`src/rtl/io_filter_pkg.sv`:
```
// Shared constants and types for the GPIO input filter.
package io_filter_pkg;
    localparam int FILTER_BITS_DEFAULT = 6;
    localparam int SYNC_STAGES         = 2;

    typedef logic [FILTER_BITS_DEFAULT-1:0] filt_cnt_t;
endpackage

```
`src/rtl/io_filter_bit.sv`:
```
// One GPIO input bit: synchroniser, debounce counter, level, edge pulses and sticky flag.
module io_filter_bit
    import io_filter_pkg::*;
#(
    parameter int FilterBits = FILTER_BITS_DEFAULT
) (
    input  logic                  clk,
    input  logic                  reset_n,
    input  logic                  pin,
    input  logic [FilterBits-1:0] thresh,
    input  logic                  clr,
    output logic                  filtered,
    output logic                  rise,
    output logic                  fall,
    output logic                  sticky
);

    logic [SYNC_STAGES-1:0] sync;
    logic [FilterBits-1:0]  cnt;
    logic                   s2;
    logic                   accept;
    logic                   rise_next;
    logic                   fall_next;

    assign s2        = sync[SYNC_STAGES-1];
    // cnt >= thresh (not ==) so a threshold lowered mid-count accepts at once
    assign accept    = (s2 != filtered) && (cnt >= thresh);
    assign rise_next = accept & s2;
    assign fall_next = accept & ~s2;

    always_ff @(posedge clk or negedge reset_n) begin
        if (!reset_n) begin
            sync     <= '0;
            cnt      <= '0;
            filtered <= 1'b0;
            rise     <= 1'b0;
            fall     <= 1'b0;
            sticky   <= 1'b0;
        end else begin
            sync <= {sync[SYNC_STAGES-2:0], pin};
            if (s2 == filtered) begin
                cnt <= '0;
            end else if (accept) begin
                filtered <= s2;
                cnt      <= '0;
            end else begin
                cnt <= cnt + FilterBits'(1);
            end
            rise   <= rise_next;
            fall   <= fall_next;
            // a new edge in the clear cycle wins over the clear
            sticky <= (sticky & ~clr) | rise_next | fall_next;
        end
    end

endmodule

```
`src/rtl/io_input_filter.sv`:
```
// GPIO bank input conditioner: per-pin threshold select and sticky-clear gating over io_filter_bit.
module io_input_filter
    import io_filter_pkg::*;
#(
    parameter int IOWidth    = 36,
    parameter int FilterBits = FILTER_BITS_DEFAULT
) (
    input  logic                  clk,
    input  logic                  reset_n,
    input  logic [IOWidth-1:0]    pin_in,
    input  logic [IOWidth-1:0]    sel_fast,
    input  logic [FilterBits-1:0] filt_fast,
    input  logic [FilterBits-1:0] filt_slow,
    input  logic                  sticky_clr,
    input  logic [IOWidth-1:0]    sticky_clr_mask,
    output logic [IOWidth-1:0]    filtered,
    output logic [IOWidth-1:0]    rise,
    output logic [IOWidth-1:0]    fall,
    output logic [IOWidth-1:0]    sticky
);

    logic [IOWidth-1:0] clr_bits;

    assign clr_bits = sticky_clr ? sticky_clr_mask : '0;

    for (genvar i = 0; i < IOWidth; i++) begin : g_bit
        logic [FilterBits-1:0] thresh;

        assign thresh = sel_fast[i] ? filt_fast : filt_slow;

        io_filter_bit #(
            .FilterBits (FilterBits)
        ) u_bit (
            .clk      (clk),
            .reset_n  (reset_n),
            .pin      (pin_in[i]),
            .thresh   (thresh),
            .clr      (clr_bits[i]),
            .filtered (filtered[i]),
            .rise     (rise[i]),
            .fall     (fall[i]),
            .sticky   (sticky[i])
        );
    end

endmodule

```
`config.mk`:
```
export PLATFORM = sky130hd
export DESIGN_NAME = io_input_filter
export DESIGN_NICKNAME = d
export VERILOG_FILES = /design/src/rtl/io_filter_pkg.sv /design/src/rtl/io_filter_bit.sv /design/src/rtl/io_input_filter.sv
export SDC_FILE = /design/constraint.sdc
export NUM_CORES = 1
export LEC_CHECK = 0
export CAP_MARGIN = 20
export CORE_AREA = 2 2 215 217
export DETAILED_ROUTE_END_ITERATION = 12
export DIE_AREA = 0 0 217 219
export PLACE_DENSITY = 0.89
export SYNTH_ARGS = -nofsm -noshare
export SYNTH_HDL_FRONTEND = slang
export SYNTH_SLANG_ARGS = --single-unit
```
`constraint.sdc`:
```
create_clock -name clk -period 2.33 [get_ports clk]
set_clock_uncertainty 0.2 [all_clocks]
set_input_delay 0.466 -clock clk [delete_from_list [all_inputs] [get_ports clk]]
set_output_delay 0.466 -clock clk [all_outputs]
set_load 0.05 [all_outputs]
```
==> results <==
- The flow ran to the end, and the final reports show no timing, DRC or antenna violations.
- The depth of the CTS H-tree is 2.
- Cells with a size suffix above 1 make up 18.2% of the layout.
- The slew of the pin with the lowest slew margin is 0.545 ns.
- The dominant combinational cell family by area after synthesis is adder cells.
- The signal on the critical path passes through dlygate4sd2_1.
- The worst path meets setup with 0.0470 ns of slack.
- After Yosys synthesis, full adders, half adders and majority gates account for 12.8% of the synthesized area.
- TritonCTS built the clock tree.
- Entering global routing, the biggest net connects between 80 and 90 pins.
- The worst IR drop on VDD is 0.000740 V.
- The number of hold-slack violations in the final timing report is 0.
- The class of the most critical hold timing path is input port to flip-flop.
- Fill cells in the final layout number 3165.
- The cell at the root of the clock tree is sky130_fd_sc_hd__clkbuf_16.
- Dividing the detail-routed wire length by the instance count gives approximately 19 um.
- At the placement stage, the worst setup path has a slack of -0.537 ns.
- The routed wire length on met3 is roughly 3200 um.
- The synthesized netlist devotes 7.66% of its cell area to XOR and XNOR gates.
- During I/O placement, the number of pins put on the boundary was 267.
- The leading register cell type out of synthesis is sky130_fd_sc_hd__dfrtp_1.
- In the synthesized netlist the async set-or-reset flop fraction comes to 100%.
- After the last flow step, the layout net total stands at between 2000 and 3000.
- The clock transition at the register clock pins on the worst setup and hold paths after CTS is about 0.060 ns.
- At the end of routability-driven placement, the weighted congestion stood at 0.901.
- The setup-violating endpoint count in the final report is 0.
- The effective utilization at floorplan is 54.8%.
- At the later pin of the worst-skew pair, clock insertion delay measures 0.59 ns.
- The synthesized net count is 2657.
- The part of the Yosys area used for sequential elements is between 40% and 50%.
- The compound-gate portion of the synthesized area is 6.74%.
- The cell area after technology mapping is 24700 um2.
- The total leakage power is 0.0151 uW.
- The global-route wire length before repair is 99300 um.
- In this run the tightest slew margin relative to its limit is 63.8%.
- The met2 wirelength from detailed routing is 29900 um.
- The detailed placer's ending HPWL is 42500 um.
- The floorplan step defined a die boundary enclosing 47500 um2.
- Summed over all layers, the global routing overflow is 0.
- The buffers plus inverters on the worst setup path is 1.
- The core area is 45100 um2.
- Yosys printed 0 warnings.
- The cell class contributing the biggest share of worst-path delay is buffers and inverters.
- Of the post-synthesis cell area, the part taken by muxes is a little over a tenth.
- The power per cell area is between 900 and 1000 nW/um2.
- Clock tree synthesis found a total of 432 sinks.
- The shortest clock period the worst path allows after layout is 2.28 ns.
- Synthesis handed over a netlist of between 2000 and 2500 instances.
- The detailed router's first-iteration violation count is 1220.
- In this run the horizontal extent of the chip is 217 um.
- The number of violations of the max-capacitance limit is 0.
- The simple-gate portion of the synthesized area is between 10% and 20%.
- The total clock buffers created by CTS is 48.
- The buffer count from post-CTS setup fixing is 0.
- Signal routing reaches up to met4.
- The longest clock path from root to sink contains 3 buffers.
- The total count of max-transition violations in the final report is 0.
- In the routed design, unresolved DRC markers number 0.
- The library cell contributing the largest single delay on the critical path is sky130_fd_sc_hd__dlygate4sd2_1.
- The arrival time of the worst setup path is 1.62 ns.
- The worst setup path is captured at an output pin.
- The area growth from synthesis to final layout is 24.3%.
- The number of buffers inserted by port buffering is 266.
- The final standard cell count with taps included and fillers excluded is 3167.
- The number of cell rows is 78.
- The synthesized design contains 0 enable-type register cells.
- The detailed router placed 18100 vias in this run.
- The number of global-route vias before repair is 19500.
- The largest stage delay on the critical path is 0.58 ns.
- The top achievable clock speed is between 400 and 500 MHz.
- Setup repair after global routing left no endpoint under its margin.
- From bottom edge to top edge, the die measures 219 um.
- The data required time of the critical path is 1.66 ns.
- The ratio of final minimum period to clock period is 98.0%.
- The critical path in this run is classified as flip-flop to output pin.
- The type of origin of the critical path is a flip-flop.
- Global routing used 25.9% of the available tracks.
- The first TritonRoute pass finished after 5 iterations.
- The count of placed standard cells including taps is 3072.
- The number of antenna violations at the first check in global routing is 4.
- Using the TritonRoute via totals, the vias-per-cell ratio works out to 5.72.
- The synthesized design contains ~430 register bits.
- Counting distinct cell types in the post-synthesis netlist gives 24.
- The wire length reported by the detailed router is 60500 um.
- The number of nets still failing antenna checks after routing is 0.
- The worst-path maximum fanout is 6.
- The average cell area after synthesis is 10.8 um2.
- For this block, wires on met1 add up to 24800 um.
## repair_timing
item / 4_1_cts / 5_1_grt
gates cloned: 0 / 0
gates resized for setup: 141 / 18
hold endpoints to repair: 212 / 0
setup endpoints to repair: 137 / 24
hold buffers: 1 / 0
## cell usage after synthesis, types with 72 or more instances
cell                       number  area share [%]
sky130_fd_sc_hd__a21oi_1      108             2.2
sky130_fd_sc_hd__buf_4        144             4.4
sky130_fd_sc_hd__clkbuf_1      83             1.3
sky130_fd_sc_hd__dfrtp_1      432              44
sky130_fd_sc_hd__ha_1         252              13
sky130_fd_sc_hd__mux2_2        72             3.3
sky130_fd_sc_hd__mux2i_1      180             7.3
sky130_fd_sc_hd__nand2_1      116             1.8
sky130_fd_sc_hd__nand3_1       99             2.0
sky130_fd_sc_hd__nor2_1       188             2.9
sky130_fd_sc_hd__nor3b_1       72             2.2
sky130_fd_sc_hd__xnor2_1       81             2.9
sky130_fd_sc_hd__xor2_1       135             4.8
## power breakdown
part	switching (uW)	leakage [uW]	internal [uW]
Combinational	5580	0.00852	4450
Clock	3160	0.000879	5430
Sequential	1660	0.00571	8770
## layout by cell type (no fill, tap or decap), drive strengths merged, types with 81 or more instances in the layout
| cell type | n |
|---|---|
| ha | 252 |
| nand2 | 116 |
| dlygate4sd2 | 122 |
| clkdlybuf4s50 | 107 |
| a21oi | 108 |
| mux2i | 180 |
| nor2 | 188 |
| buf | 176 |
| nand3 | 99 |
| dfrtp | 432 |
| xor2 | 135 |
| xnor2 | 81 |
## through the flow
step	area, um2	TNS, ns	power [uW]	utilization [%]	hold WS, ns
detailed placement	29000	-112.53	20800	64.4	0.135
CTS	30700	0	29200	68.1	0.0724
floorplan	25800	-0.0592	18100	-	-0.0296
global route	30700	0	30700	68.1	0.0891
global placement	29000	-91.99	20100	64.4	0.133
finish	30700	0	29100	68.1	0.108
## cells by family after synthesis
group / count (synthesis)
buf+inv: 267
simple gates: 611
xor+xnor: 216
flops: 432
fa+ha+maj: 252
compound gates: 252
mux: 252
## final timing paths
| kind | to | startpoint | cells after the start | slack, ns |
|---|---|---|---|---|
| worst max-delay path | filtered[6] | g_bit[6].u_bit.filtered$_DFFE_PN0P_ | 1 | 0.05 |
| worst min-delay path | g_bit[13].u_bit.sync[0]$_DFF_PN0_ | pin_in[13] | 1 | 0.11 |
| worst max register to register | g_bit[0].u_bit.filtered$_DFFE_PN0P_ | g_bit[0].u_bit.cnt[0]$_DFF_PN0_ | 6 | 0.35 |
| worst min register to register | g_bit[30].u_bit.sync[1]$_DFF_PN0_ | g_bit[30].u_bit.sync[0]$_DFF_PN0_ | 0 | 0.14 |
| max in group asynchronous | g_bit[7].u_bit.sticky$_DFF_PN0_ | reset_n | 3 | 0.91 |
| min in group asynchronous | g_bit[31].u_bit.rise$_DFF_PN0_ | reset_n | 2 | 0.19 |
## final cells by class
type | instances | area [um2] | area share [%]
inverters | 36 | 135 | 0.440
clock buffers | 69 | 1410 | 4.60
multi-input cells | 1583 | 13200 | 43.0
flip-flops and latches | 432 | 10800 | 35.2
well taps | 600 | 751 | 2.45
repair buffers | 422 | 3980 | 13.0
clock inverters | 21 | 399 | 1.30
diodes | 4 | 10.0 | 0.0326
## routing by layer
metal,vias up,GRT usage [%]
met3,199,4.13
met5,-,0
li1,8352,-
met1,9053,31.6
met4,0,12.0
met2,522,45.2
## flip-flops by register name, indices dropped and copies added (netlist names)
| signal | count |
|---|---|
| g_bit.u_bit.cnt | 216 |
| g_bit.u_bit.filtered | 36 |
| g_bit.u_bit.rise | 36 |
| g_bit.u_bit.fall | 36 |
| g_bit.u_bit.sticky | 36 |
| g_bit.u_bit.sync | 72 |
No activity file was read; power rests on OpenSTA's default activity.
